==> config.mk <==
export PLATFORM = sky130hd
export DESIGN_NAME = mux_pipe
export DESIGN_NICKNAME = d
export VERILOG_FILES = /design/src/rtl/mux_pipe.sv
export SDC_FILE = /design/constraint.sdc
export NUM_CORES = 1
export LEC_CHECK = 0
export CAP_MARGIN = 20
export CORE_AREA = 5 5 104 106
export DETAILED_ROUTE_END_ITERATION = 8
export DIE_AREA = 0 0 109 111
export HOLD_SLACK_MARGIN = 0.06
export PLACE_DENSITY = 0.79
export SLEW_MARGIN = 25
export SYNTH_ARGS = -nofsm -noshare
export SYNTH_HDL_FRONTEND = slang
export SYNTH_SLANG_ARGS = --single-unit
==> constraint.sdc <==
create_clock -name clk -period 2.64 [get_ports clk]
set_input_delay 0.792 -clock clk [delete_from_list [all_inputs] [get_ports clk]]
set_output_delay 0.792 -clock clk [all_outputs]
set_load 0.02 [all_outputs]
==> src/rtl/mux_pipe.sv <==
// Registered N-way operand select with valid/ready on both sides and a 2-entry skid buffer.
// Optional same-cycle bypass from EMPTY is enabled by defining MUX_PIPE_BYPASS_EN.
module mux_pipe #(
    parameter  int WIDTH = 32,
    parameter  int N_IN  = 4,
    localparam int SEL_W = (N_IN > 1) ? $clog2(N_IN) : 1
) (
    input  logic                  clk,
    input  logic                  rst_n,
    input  logic                  flush,
    input  logic [N_IN*WIDTH-1:0] in_data,
    input  logic [SEL_W-1:0]      sel,
    input  logic                  in_valid,
    output logic                  in_ready,
    output logic [WIDTH-1:0]      out_data,
    output logic                  out_err,
    output logic                  out_valid,
    input  logic                  out_ready
);

    typedef enum logic [1:0] {
        EMPTY,
        ONE,
        FULL
    } state_e;

    state_e           state_q, state_d;
    logic [WIDTH-1:0] main_data_q, main_data_d;
    logic [WIDTH-1:0] skid_data_q, skid_data_d;
    logic             main_err_q, main_err_d;
    logic             skid_err_q, skid_err_d;

    logic [WIDTH-1:0] sel_data;
    logic             sel_err;
    logic             bypass;
    logic             in_fire;
    logic             out_fire;

    // Out-of-range selects return zero and flag the entry instead of aliasing a channel.
    always_comb begin
        sel_data = '0;
        sel_err  = (int'(sel) >= N_IN);
        for (int k = 0; k < N_IN; k++) begin
            if (int'(sel) == k) begin
                sel_data = in_data[k*WIDTH +: WIDTH];
            end
        end
    end

`ifdef MUX_PIPE_BYPASS_EN
    assign bypass = (state_q == EMPTY) && out_ready && !flush && in_valid;
`else
    assign bypass = 1'b0;
`endif

    assign in_ready  = (state_q != FULL) && !flush;
    assign out_valid = (state_q != EMPTY) || bypass;
    assign out_data  = bypass ? sel_data : main_data_q;
    assign out_err   = bypass ? sel_err  : main_err_q;
    assign in_fire   = in_valid && in_ready;
    assign out_fire  = out_valid && out_ready;

    always_comb begin
        // NOTE: every next-state signal gets its hold value first so no path infers a latch.
        state_d     = state_q;
        main_data_d = main_data_q;
        main_err_d  = main_err_q;
        skid_data_d = skid_data_q;
        skid_err_d  = skid_err_q;

        if (flush) begin
            state_d     = EMPTY;
            main_data_d = '0;
            main_err_d  = 1'b0;
            skid_data_d = '0;
            skid_err_d  = 1'b0;
        end else begin
            unique case (state_q)
                EMPTY: begin
                    if (in_fire && !bypass) begin
                        main_data_d = sel_data;
                        main_err_d  = sel_err;
                        state_d     = ONE;
                    end
                end
                ONE: begin
                    if (in_fire && out_fire) begin
                        main_data_d = sel_data;
                        main_err_d  = sel_err;
                    end else if (in_fire) begin
                        skid_data_d = sel_data;
                        skid_err_d  = sel_err;
                        state_d     = FULL;
                    end else if (out_fire) begin
                        state_d = EMPTY;
                    end
                end
                FULL: begin
                    // Skid always holds the younger word, so it moves up only after main leaves.
                    if (out_fire) begin
                        main_data_d = skid_data_q;
                        main_err_d  = skid_err_q;
                        state_d     = ONE;
                    end
                end
                default: state_d = EMPTY;
            endcase
        end
    end

    // NOTE: non-blocking assignments so all registers update from the same pre-edge values.
    always_ff @(posedge clk or negedge rst_n) begin
        if (!rst_n) begin
            state_q     <= EMPTY;
            main_data_q <= '0;
            main_err_q  <= 1'b0;
            skid_data_q <= '0;
            skid_err_q  <= 1'b0;
        end else begin
            state_q     <= state_d;
            main_data_q <= main_data_d;
            main_err_q  <= main_err_d;
            skid_data_q <= skid_data_d;
            skid_err_q  <= skid_err_d;
        end
    end

endmodule
# Word-level counts from Yosys, hierarchy flattened
# Index checks and enable logic that the tools add are counted.
# totals
ramBits	0
latch_bits	0
rom_bits	0
n_memories	0
regBits	68
# op_classes
n_reduce_logical	14
shift	0
magnitude_cmp	0
eq_ne	12
mux	27
bitwise_logic	0
n_mul	0
n_div	0
n_addsub	0
# ops
op	n
32-bit 2-to-1 mux	11
32-bit case mux with 3 select lines	1
2-bit 2-to-1 mux	6
3-bit != test (second input constant)	4
4-bit AND reduction	2
1-bit 2-to-1 mux	7
2-bit == test (second input constant)	3
2-bit case mux with 3 select lines	1
2-bit nonzero test	3
2-bit by 1-bit == test with 1-bit output (second input constant)	2
1-bit logical AND	4
2-bit zero test	2
2-bit != test (second input constant)	2
4-bit != test (second input constant)	1
4-bit nonzero test	1
1-bit case mux with 3 select lines	1
3-bit AND reduction	1
1-bit zero test	1

# Longest topological paths before layout
# Gate-level depths: netlist of the first run.
# depth
ltp_word	9
ltp_mapped	9
depth_no_buf	6

# Least setup slack after synthesis of the first run
# OpenSTA, ideal clock, no wires.
# synth_path
path_type	input port to flip-flop
startpoint	in flush
endpoint	reg main_data_q[2] (netlist: out_data[2])
t_required_ps	2558
stages	6
setup_slack_ps	674
arrival_time_ps	1884
cell_sequence	nor2_1 > and2_1 > clkbuf_1 > buf_2 > a22oi_1 > a31oi_1
# synth_via
elab_chain_len	6
# synth_lines
element	line	rtl
from (decl)	10	input logic flush,
1-bit zero test	56	assign in_ready = (state_q != FULL) && !flush;
1-bit logical AND	56	
1-bit logical AND	60	assign in_fire = in_valid && in_ready;
1-bit logical AND	87	if (in_fire && out_fire) begin
3-bit != test (no line)	n/a	
4-bit AND reduction (no line)	n/a	
to (signal assigned)	121	main_data_q <= main_data_d;
to (decl)	28	logic [WIDTH-1:0] main_data_q, main_data_d;
# Several ways; a longest one is shown, not always the timed one.
# A chain may end at the register's enable or synchronous reset.

# Final worst setup path of the first run
# layout_path
startpoint	in out_ready
endpoint	reg main_data_q[20] (netlist: out_data[20])
# layout_via
elab_chain_len	4
# layout_lines
element	line	rtl
from (decl)	18	input logic out_ready
1-bit logical AND *	61	assign out_fire = out_valid && out_ready;
1-bit logical AND	87	
3-bit != test (no line)	n/a	
4-bit AND reduction (no line) *	n/a	
# Every way passes the cells marked *; elsewhere a longest branch is shown, timed or not.

==> metrics.md, run 1 <==
| Metric | Value |
|---|---|
| RSZ-0062 raised after global routing | `false` |
| Worst skew pair latency | `between 300 and 400 ps` |
| Largest net degree at the start of global routing | `65` |
| Number of synthesis warnings | `0` |
| #FFs+latches synth | `between 60 and 70` |
| Via count | `3870` |
| Hold crit path type | `input port to asynchronous set/reset pin` |
| Synthesized area | `0.00420 mm^2` |
| CTS tree | `yes` |
| # rows | `36` |
| Initial core utilization | `43.3%` |
| Crit path launch type | `input port` |
| Period minus WS final | `2210 ps` |
| Final wirelength | `approximately 12000 um` |
| Area growth syn-to-layout | `46.3%` |
| # H-tree levels | `3` |
| Die Area | `~0.012 mm^2` |
| Remaining antenna violation count | `0` |
| Sw Ratio | `about a third` |
| CP arrival | `2390 ps` |
| Gpl congestion | `0.809` |
| Final HPWL DP | `8880 um` |
| IO Port Bufs | `168` |
| CP top delay family | `compound AO/OA/AOI/OAI gates` |
| Max incr delay on CP | `510 ps` |
| Max Clock Skew | `7.88 ps` |
| Initial antenna violation count | `0` |
| Final Slew Violations | `0` |
| Drt first pass iters | `4` |
| Vias in the first global route | `4137` |
| Filler cells | `817` |
| Final Instance Area | `0.00614 mm^2` |
| Syn Nets | `566` |
| Top cells by area in the synthesized netlist | `dfrtp_1, mux2_2, mux2i_1` |
| DRC violations left | `0` |
| Cell Chain, Critical Path | `clkdlybuf4s50_1 -> a21bo_1 -> a2111o_2 -> buf_12 -> nor2_1 -> a31oi_1` |
| Net Sw Power | `1.38 mW` |
| Crit path buffers/inverters | `2` |
| Gate Count Post-Synth | `427` |
| First-pass GRT wire length | `19700 um` |
| Pwr Total | `3.99 mW` |
| CP required | `2820 ps` |
| Clock-pin slew of the registers on the worst-case setup and hold paths | `70 ps` |
| GRT overflow | `0` |
| Leakage | `around 2.5 nW` |
| Share of the synthesized area in the top cell type | `39.3%` |
| Sequential-to-total area share from yosys stat | `39.3%` |
| Post-Syn Area per Cell | `9.83 um^2` |
| Sequential standard cell area | `0.00165 mm^2` |
| Place WS | `107 ps` |
| Clock share of power | `about a fifth` |
| Final Hold Viols | `0` |
| Reg-to-reg startpoint | `state_q[1]$_DFFE_PN0P_` |
| Total CTS buffers | `9` |
| Fmax | `452 MHz` |
| Critical path capture point type | `flip-flop` |
| Worst path slowest cell | `clkdlybuf4s50_1` |
| Fin util | `between 60% and 70%` |
| Detailed Route Iter0 Violations | `126` |
| Placed cell count | `about 700` |
| VDD IR max | `523 uV` |
| Cell Count, Final, Fillers Out | `715` |
| # IOs | `170` |
| Max_cap viols | `0` |
| Area of the multi-input gates | `0.00233 mm^2` |
| Routed vias/inst | `5.41` |
| Avg WL per Cell | `16.9 um` |
| Clk buf depth | `2` |
| Flop pwr share | `roughly 36%` |
| R2R depth | `7` |
| Power Density | `649 mW/mm^2` |
| Reg2reg setup slack | `around 520 ps` |
| Final setup viols | `0` |
| Die Ht | `111 um` |
| All-Layer GR Usage | `20.0%` |
| Setup CP Type | `input port to flip-flop` |
| # diodes | `0` |
| Core area | `0.00968 mm^2` |
| Final Hold Slack | `415 ps` |
| Setup_tns | `0 ps` |
| Area leader, netlist | `dfrtp_1` |
| Final Cycle Share | `83.8%` |
| Share of layout cells above drive strength 1 | `17.2%` |
| Clk root buf | `clkbuf_8` |
| Final worst setup slack | `427 ps` |
| Gate power share | `a little over two fifths` |
| Clk sinks | `66` |
| Crit-path max FO | `64` |
| Internal | `2.61 mW` |
| Die width | `109 um` |
| Layout Nets | `about 720` |
| RR Endpoint | `out_data[20]$_DFFE_PN0P_` |
| Cell Area, Placed | `just under 0.006 mm^2` |
| Cell variety after synth | `30` |
| Status | `finished clean` |
[state kept, by name, indices dropped and copies added (netlist names)]
name / count
state_q: 2
skid_data_q: 32
out_data: 32
[power groups by stage]
stage / clock network (mW) / logic [mW] / registers (mW)
finish: 0.830 / 1.72 / 1.43
global route: 0.903 / 1.86 / 1.47
CTS: 0.848 / 1.75 / 1.43
detailed placement: 0 / 1.74 / 1.45
global placement: 0 / 1.69 / 1.44
floorplan: 0 / 0.720 / 1.68
[synth_stat cells]
cell type / instances
nor3_1: 1
nand2b_1: 1
buf_2: 20
nand2_1: 66
o31ai_1: 32
dfrtp_1: 66
inv_1: 3
a22oi_1: 32
a31oi_1: 32
nor2_1: 35
a2111o_1: 1
xnor2_1: 1
buf_4: 5
mux2_2: 64
ha_1: 4
nand4_1: 2
and2_1: 1
buf_6: 4
a21oi_1: 1
nor3_2: 1
nor4bb_1: 2
a31oi_2: 1
a211oi_1: 1
conb_1: 1
a21bo_1: 1
mux2i_1: 32
clkbuf_1: 12
nor3b_1: 1
nor2b_1: 2
a211o_1: 2
[logic make-up after synthesis]
logic type	count (synthesis)	synth area share [%]
compound gates	103	17.7
xor+xnor	1	0.209
fa+ha+maj	4	1.19
buf+inv	44	5.69
flops	66	39.3
mux	96	24.8
other cells	1	0.0893
simple gates	112	10.9
[routing by layer]
layer | vias to the layer above | GRT usage (%) | routed length [um]
met5 | - | 0 | 0
met4 | 0 | 6.82 | 177
met3 | 16 | 3.84 | 655
met2 | 105 | 36.2 | 6380
met1 | 1882 | 23.1 | 4900
li1 | 1867 | - | -
[cell type report]
cell class,count,share of cell area (%)
Clock buffer,11,2.46
Clock inverter,3,0.652
Inverter,3,0.183
Multi-Input combinational cell,317,37.9
Sequential cell,66,26.9
Tap cell,133,2.71
Timing Repair Buffer,182,29.2
[worst max path at each step]
stage | from | endpoint | slack [ps] | cells past startpoint
floorplan | flush | out_data[2]$_DFFE_PN0P_ | 670 | 6
global placement | flush | in_ready | 180 | 3
detailed placement | out_ready | out_data[20]$_DFFE_PN0P_ | 110 | 6
CTS | state_q[0]$_DFFE_PN0P_ | out_valid | 40 | 4
global route | state_q[1]$_DFFE_PN0P_ | out_valid | 310 | 4
finish | out_ready | out_data[20]$_DFFE_PN0P_ | 430 | 6
[placed cells by master, fill, tap and decap left out, drive strengths merged, types with 2 or more instances in the layout]
cell	synthesis	routed
o31ai	32	32
mux2i	32	32
buf	29	18
nor3	2	2
a22oi	32	32
clkbuf	12	11
clkdlybuf4s50	0	162
a211o	2	2
inv	3	3
nor2	35	35
a31oi	33	33
dfrtp	66	66
nor2b	2	2
dlymetal6s2s	0	2
clkinv	0	2
ha	4	4
nand4	2	2
nand2	66	66
mux2	64	64
nor4bb	2	2
[what timing repair did]
item                                    in CTS  in global routing
gates resized for setup                      0                  2
hold buffers                                 0                  0
setup buffers                                0                  0
endpoints found under the setup margin       0                  2
Power figures use the tool's default switching activity.
==> run 2, diff against run 1 <==
Settings changed: CORE_AREA 5 5 104 106 to 5 5 109 111, DIE_AREA 0 0 109 111 to 0 0 114 116, PLACE_DENSITY 0.79 to 0.76.
Clock period 2.64 ns to 1.8 ns, I/O delays scaled along.
==> run 2 against run 1 <==
Against the previous run: the run now ends with negative setup slack left; clock-buffer cell count is 1 higher; register-to-register slack lost 660 ps; first-iteration DRC count down 5.6%; critical path depth is 1 higher; critical path type unchanged; critical endpoint is now out_data[10]$_DFFE_PN0P_; sequential power rose by 51%; cell area grew 8.5%.
==> metrics.md, run 2 (synthesis gave the netlist of run 1 again) <==
| Metric | Value |
|---|---|
| Share of layout cells above drive strength 1 | `26.9% (+9.8 points)` |
| Max_cap viols | `0 (unchanged)` |
| Clk buf depth | `2 (unchanged)` |
| Drt first pass iters | `4 (unchanged)` |
| Via count | `4050 (+4.7%)` |
| Vias in the first global route | `4127 (-0.24%)` |
| Final setup viols | `35 (+35)` |
| Setup_tns | `-4020 ps (-4020 ps)` |
| Crit path launch type | `input port` |
| Final Cycle Share | `108%` |
| Remaining antenna violation count | `0 (unchanged)` |
| Wire length on met3 | `1110 um (+69%)` |
| Commonest non-fill, non-tap cell in the layout | `clkdlybuf4s50_1` |
| Cell Count, Final, Fillers Out | `745 (+4.2%)` |
| Filler cells | `893 (+9.3%)` |
| Die Ht | `116 um (+4.5%)` |
| Total CTS buffers | `9 (unchanged)` |
| Crit-path max FO | `8 (-88%)` |
| Pwr Total | `6.50 mW (+63%)` |
| Layout Nets | `739 (+2.9%)` |
| # diodes | `0 (unchanged)` |
| Worst path slowest cell | `clkdlybuf4s50_1` |
| Failing checks | `negative setup slack` |
| First-pass GRT wire length | `20100 um (+2.0%)` |
| Period minus WS final | `1950 ps` |
| All-Layer GR Usage | `18.6% (-1.4 points)` |
| Critical path capture point type | `flip-flop` |
| Final wirelength | `13100 um (+8.5%)` |
| Final HPWL DP | `9360 um (+5.4%)` |
| Clk root buf | `clkbuf_8` |
| Cell mode on critical path | `buf_12` |
| CP required | `2010 ps (-810 ps)` |
| # H-tree levels | `3 (unchanged)` |
| Clk sinks | `66 (unchanged)` |
| Power Density | `975 mW/mm^2 (+50%)` |
| Reg-to-reg startpoint | `state_q[1]$_DFFE_PN0P_` |
| Area growth syn-to-layout | `58.8%` |
| Worst skew pair latency | `340 ps (+20 ps)` |
| Met1 wire length | `5100 um (+4.2%)` |
| Avg WL per Cell | `17.6 um (+4.1%)` |
| DRC violations left | `0 (unchanged)` |
| Cell Chain, Critical Path | `clkdlybuf4s50_1 -> a21bo_1 -> a2111o_2 -> buf_12 -> buf_12 -> nor2_4 -> a31oi_1` |
| Largest net degree at the start of global routing | `67 (+3.1%)` |
| GRT overflow | `0 (unchanged)` |
| Routed vias/inst | `5.44 (+0.44%)` |
| IO Port Bufs | `168 (unchanged)` |
| Die Area | `0.0132 mm^2 (+9.3%)` |
| Fmax | `512 MHz` |
| Final Hold Viols | `0 (unchanged)` |
| Final worst setup slack | `-151 ps (-578 ps)` |
| Reg2reg setup slack | `-140 ps (-660 ps)` |
| Hold crit path type | `input port to asynchronous set/reset pin` |
| Clock-pin slew of the registers on the worst-case setup and hold paths | `80 ps (about the same)` |
| # rows | `38 (+5.6%)` |
| Core area | `0.0107 mm^2 (+10%)` |
| Max incr delay on CP | `490 ps (-20 ps)` |
| RSZ-0062 raised after global routing | `true` |
| Leakage | `2.76 nW (+9.6%)` |
| Die width | `114 um (+4.6%)` |
| Most frequent cells in the layout | `clkdlybuf4s50_1, nand2_1, dfrtp_1` |
| Detailed Route Iter0 Violations | `119 (-5.6%)` |
| Max Clock Skew | `9.42 ps (+1.54 ps)` |
| # IOs | `170 (unchanged)` |
| Max Used Layer | `met4` |
| Worst setup startpoint | `in_valid` |
| VDD IR max | `508 uV (-2.8%)` |
| Setup CP Type | `input port to flip-flop` |
| Met2 routed WL | `6670 um (+4.5%)` |
| CTS tree | `yes` |
| Initial antenna violation count | `0 (unchanged)` |
| Placed cell count | `722 (+3.0%)` |
| Status | `finished, violations left` |
| Initial core utilization | `39.2% (-4.1 points)` |
| Gpl congestion | `0.750 (-7.3%)` |
| Final Slew Violations | `0 (unchanged)` |
| CP arrival | `2160 ps (-230 ps)` |
-- run 2: cell types whose count changed in the layout (fill, tap and decap cells not counted), moves of 10 or more --
| cell | change |
|---|---|
| clkdlybuf4s50_1 | -32 |
| buf_4 | +10 |
| nor2_1 | -25 |
| dlygate4sd2_1 | +32 |
| nor2_2 | +16 |
-- run 2: what timing repair did --
action                                  CTS  global route
cloned                                    0             4
hold buffers                              0             0
pin swaps                                 1             4
endpoints found under the setup margin   66            55
setup buffers                             0             3
gates resized for setup                  43            48
-- run 2: per-layer routing --
layer  track usage (%)  vias up
met2              32.9      162
met1              21.7     1958
li1                  -     1905
met3              4.91       25
met5                 0        -
met4              6.73        0
-- run 2: worst max-delay path: cells and delay by family --
kind	cells	cell delay, ps
AOI/OAI and AO/OA	3	710
buffers and inverters	3	800
and+or+nand+nor	1	110
-- run 2: power breakdown --
part	internal, mW	switching [mW]
logic	1.42	1.49
clock network	0.857	0.575
registers	1.88	0.276
-- run 2: path summary, 6_finish.rpt --
kind                                                     to  depth (start not counted)
min in group clk                skid_data_q[14]$_DFFE_PN0P_                          2
worst max register to register     out_data[10]$_DFFE_PN0P_                          8
worst min register to register  skid_data_q[14]$_DFFE_PN0P_                          2
max in group asynchronous            state_q[0]$_DFFE_PN0P_                          2
worst min-delay path               out_data[15]$_DFFE_PN0P_                          2
worst max-delay path               out_data[10]$_DFFE_PN0P_                          7
-- run 2: final cells by class --
cell class	instances	area [um^2]	area share, %
Timing Repair Buffer	203	2050	30.8
Clock inverter	4	73.8	1.11
Clock buffer	12	155	2.33
Tap cell	140	175	2.63
Inverter	3	11.3	0.169
Sequential cell	66	1650	24.8
Multi-Input combinational cell	317	2540	38.2
-- run 2: stage by stage --
| stage | utilization [%] | area, um^2 | setup WS, ps | hold slack [ps] |
|---|---|---|---|---|
| after global placement | 57.3 | 6130 | -379 | 459 |
| after floorplan | - | 4210 | -1.18 | 244 |
| after CTS | 59.1 | 6320 | -111 | 211 |
| after global routing | 62.3 | 6670 | -200 | 221 |
| after detailed placement | 57.3 | 6130 | -412 | 466 |
| final | 62.3 | 6670 | -151 | 193 |
==> run 3, diff against run 2 <==
Settings changed: CAP_MARGIN 20 to default, REMOVE_ABC_BUFFERS from default to 1, SLEW_MARGIN 25 to default.
==> run 3 against run 2 <==
Against the previous run: the flow still finishes with violations (negative setup slack); clock skew is 0.62 ps higher; power is 7.6% lower; maximum frequency is 3.4% higher; wire length is 6.5% lower; critical path type is now flip-flop to flip-flop; largest power group unchanged; highest routed layer unchanged.
==> metrics.md, run 3 (synthesis gave the netlist of run 1 again) <==
| Metric | Value |
|---|---|
| Final HPWL DP | `9140 um (-2.3%)` |
| Place WS | `-401 ps (+10.4 ps)` |
| R2R depth | `7 (-1)` |
| Largest net degree at the start of global routing | `57 (-15%)` |
| Cell Area, Placed | `0.00611 mm^2 (-0.20%)` |
| Max Clock Skew | `10.0 ps (+0.622 ps)` |
| Fmax | `530 MHz (+3.4%)` |
| Final worst setup slack | `-87.3 ps (+64.0 ps)` |
| Final setup viols | `32 (-8.6%)` |
| Worst skew pair latency | `330 ps (about the same)` |
| DRC violations left | `0 (unchanged)` |
| Power Density | `942 mW/mm^2 (-3.4%)` |
| Area growth syn-to-layout | `51.8%` |
| Final Cycle Share | `105% (-3.6 points)` |
| Clock-pin slew of the registers on the worst-case setup and hold paths | `80 ps (about the same)` |
| # H-tree levels | `3 (unchanged)` |
| CP arrival | `2090 ps (-70 ps)` |
| Setup_tns | `-1950 ps (+2070 ps)` |
| Critical path capture point type | `flip-flop` |
| Total CTS buffers | `9 (unchanged)` |
| Max_cap viols | `0 (unchanged)` |
| All-Layer GR Usage | `18.2% (-0.40 points)` |
| Final wirelength | `12300 um (-6.5%)` |
| Failing checks | `negative setup slack` |
| Placed cell count | `719 (-0.42%)` |
| Cell Chain, Critical Path | `inv_2 -> ha_2 -> a21bo_1 -> a2111o_2 -> buf_12 -> nor2_1 -> a31oi_1` |
| Final Instance Area | `0.00637 mm^2 (-4.4%)` |
| Status | `finished, violations left` |
| Sw Ratio | `35.3% (-0.74 points)` |
| # rows | `38 (unchanged)` |
| VDD IR max | `570 uV (+12%)` |
| Share of layout cells above drive strength 1 | `21.8% (-5.2 points)` |
| Initial core utilization | `39.2% (unchanged)` |
| Hold crit path type | `input port to asynchronous set/reset pin` |
| Total stage count of the critical path | `7 (unchanged)` |
| Fin util | `59.6% (-2.7 points)` |
| Routed vias/inst | `5.28 (-3.0%)` |
| Crit path buffers/inverters | `2 (-1)` |
| Max incr delay on CP | `470 ps (-20 ps)` |
| IO Port Bufs | `168 (unchanged)` |
| Die width | `114 um (unchanged)` |
| Avg WL per Cell | `16.7 um (-5.4%)` |
| Via count | `3888 (-4.0%)` |
| Vias in the first global route | `4210 (+2.0%)` |
| Clock share of power | `22.9% (+0.9 points)` |
| GRT overflow | `0 (unchanged)` |
| Die Ht | `116 um (unchanged)` |
| Net Sw Power | `2.12 mW (-9.5%)` |
| CP top delay family | `compound AO/OA/AOI/OAI gates` |
| Leakage | `2.67 nW (-3.3%)` |
| Crit-path max FO | `34 (+26)` |
| CTS tree | `yes` |
| Initial antenna violation count | `0 (unchanged)` |
| Clk root buf | `clkbuf_8` |
| Pwr Total | `6.00 mW (-7.6%)` |
| Cell Count, Final, Fillers Out | `737 (-1.1%)` |
| Clk buf depth | `2 (unchanged)` |
| Flop pwr share | `34.9% (+1.7 points)` |
| # IOs | `170 (unchanged)` |
| Final Hold Slack | `78.3 ps (-115 ps)` |
| First-pass GRT wire length | `19600 um (-2.3%)` |
| Final Slew Violations | `0 (unchanged)` |
| Worst path slowest cell | `a2111o_2` |
| Detailed Route Iter0 Violations | `189 (+59%)` |
| Gpl congestion | `0.784 (+4.5%)` |
| Remaining antenna violation count | `0 (unchanged)` |
| RSZ-0062 raised after global routing | `true` |
| CP required | `2000 ps (about the same)` |
| Clk sinks | `66 (unchanged)` |
| Period minus WS final | `1890 ps (-64.0 ps)` |
| Gate power share | `42.2% (-2.5 points)` |
| Crit path launch type | `flip-flop` |
| Internal | `3.88 mW (-6.5%)` |
| Final Hold Viols | `0 (unchanged)` |
| Most frequent cells in the layout | `clkdlybuf4s50_1, nand2_1, dfrtp_1` |
| Layout Nets | `731 (-1.1%)` |
| Die Area | `0.0132 mm^2 (unchanged)` |
| Setup CP Type | `flip-flop to flip-flop` |
| Drt first pass iters | `4 (unchanged)` |
| # diodes | `0 (unchanged)` |
| Core area | `0.0107 mm^2 (unchanged)` |
| Commonest non-fill, non-tap cell in the layout | `clkdlybuf4s50_1` |
==> run 3: cell count changes in the layout (fill, tap and decap cells not counted), sizes merged <==
cell | previous run | this run
clkinvlp | 0 | 1
clkbuf | 16 | 11
buf | 37 | 33
==> run 3: power groups by stage <==
stage               clock [mW]  combinational [mW]  sequential [mW]
finish                    1.38                2.53             2.09
global route              1.48                2.74             2.15
global placement             0                2.59             2.11
floorplan                    0               0.894             2.46
detailed placement           0                2.67             2.13
CTS                       1.42                2.50             2.09
==> run 3: what timing repair did <==
action | 4_1_cts | 5_1_grt
hold buffers | 0 | 0
pin swaps | 1 | 2
endpoints found under the setup margin | 66 | 58
gates resized for setup | 52 | 11
gates cloned | 0 | 0
setup buffers | 0 | 2
==> run 3: area by class of cell <==
type	instances	area (um^2)
clock buffers	11	141
clock inverters	5	77.6
fillers	921	4320
inverters	3	11.3
multi-input cells	317	2380
flip-flops and latches	66	1650
well taps	140	175
repair buffers	195	1930
==> run 3: final timing paths <==
kind | from | endpoint | slack (ps)
min in group clk | skid_data_q[28]$_DFFE_PN0P_ | skid_data_q[28]$_DFFE_PN0P_ | 480
setup / recovery | state_q[1]$_DFFE_PN0P_ | out_data[11]$_DFFE_PN0P_ | -90
hold reg to reg | skid_data_q[28]$_DFFE_PN0P_ | skid_data_q[28]$_DFFE_PN0P_ | 480
setup reg to reg | state_q[1]$_DFFE_PN0P_ | out_data[11]$_DFFE_PN0P_ | -90
max in group asynchronous | rst_n | out_data[3]$_DFFE_PN0P_ | 1120
hold / removal | rst_n | out_data[17]$_DFFE_PN0P_ | 80
==> run 3: per-layer routing <==
layer	vias to the layer above	GRT usage [%]	wire length, um
met4	0	5.86	99
met1	1857	20.7	4810
li1	1892	-	-
met5	-	0	0
met3	8	4.86	956
met2	131	33.1	6410
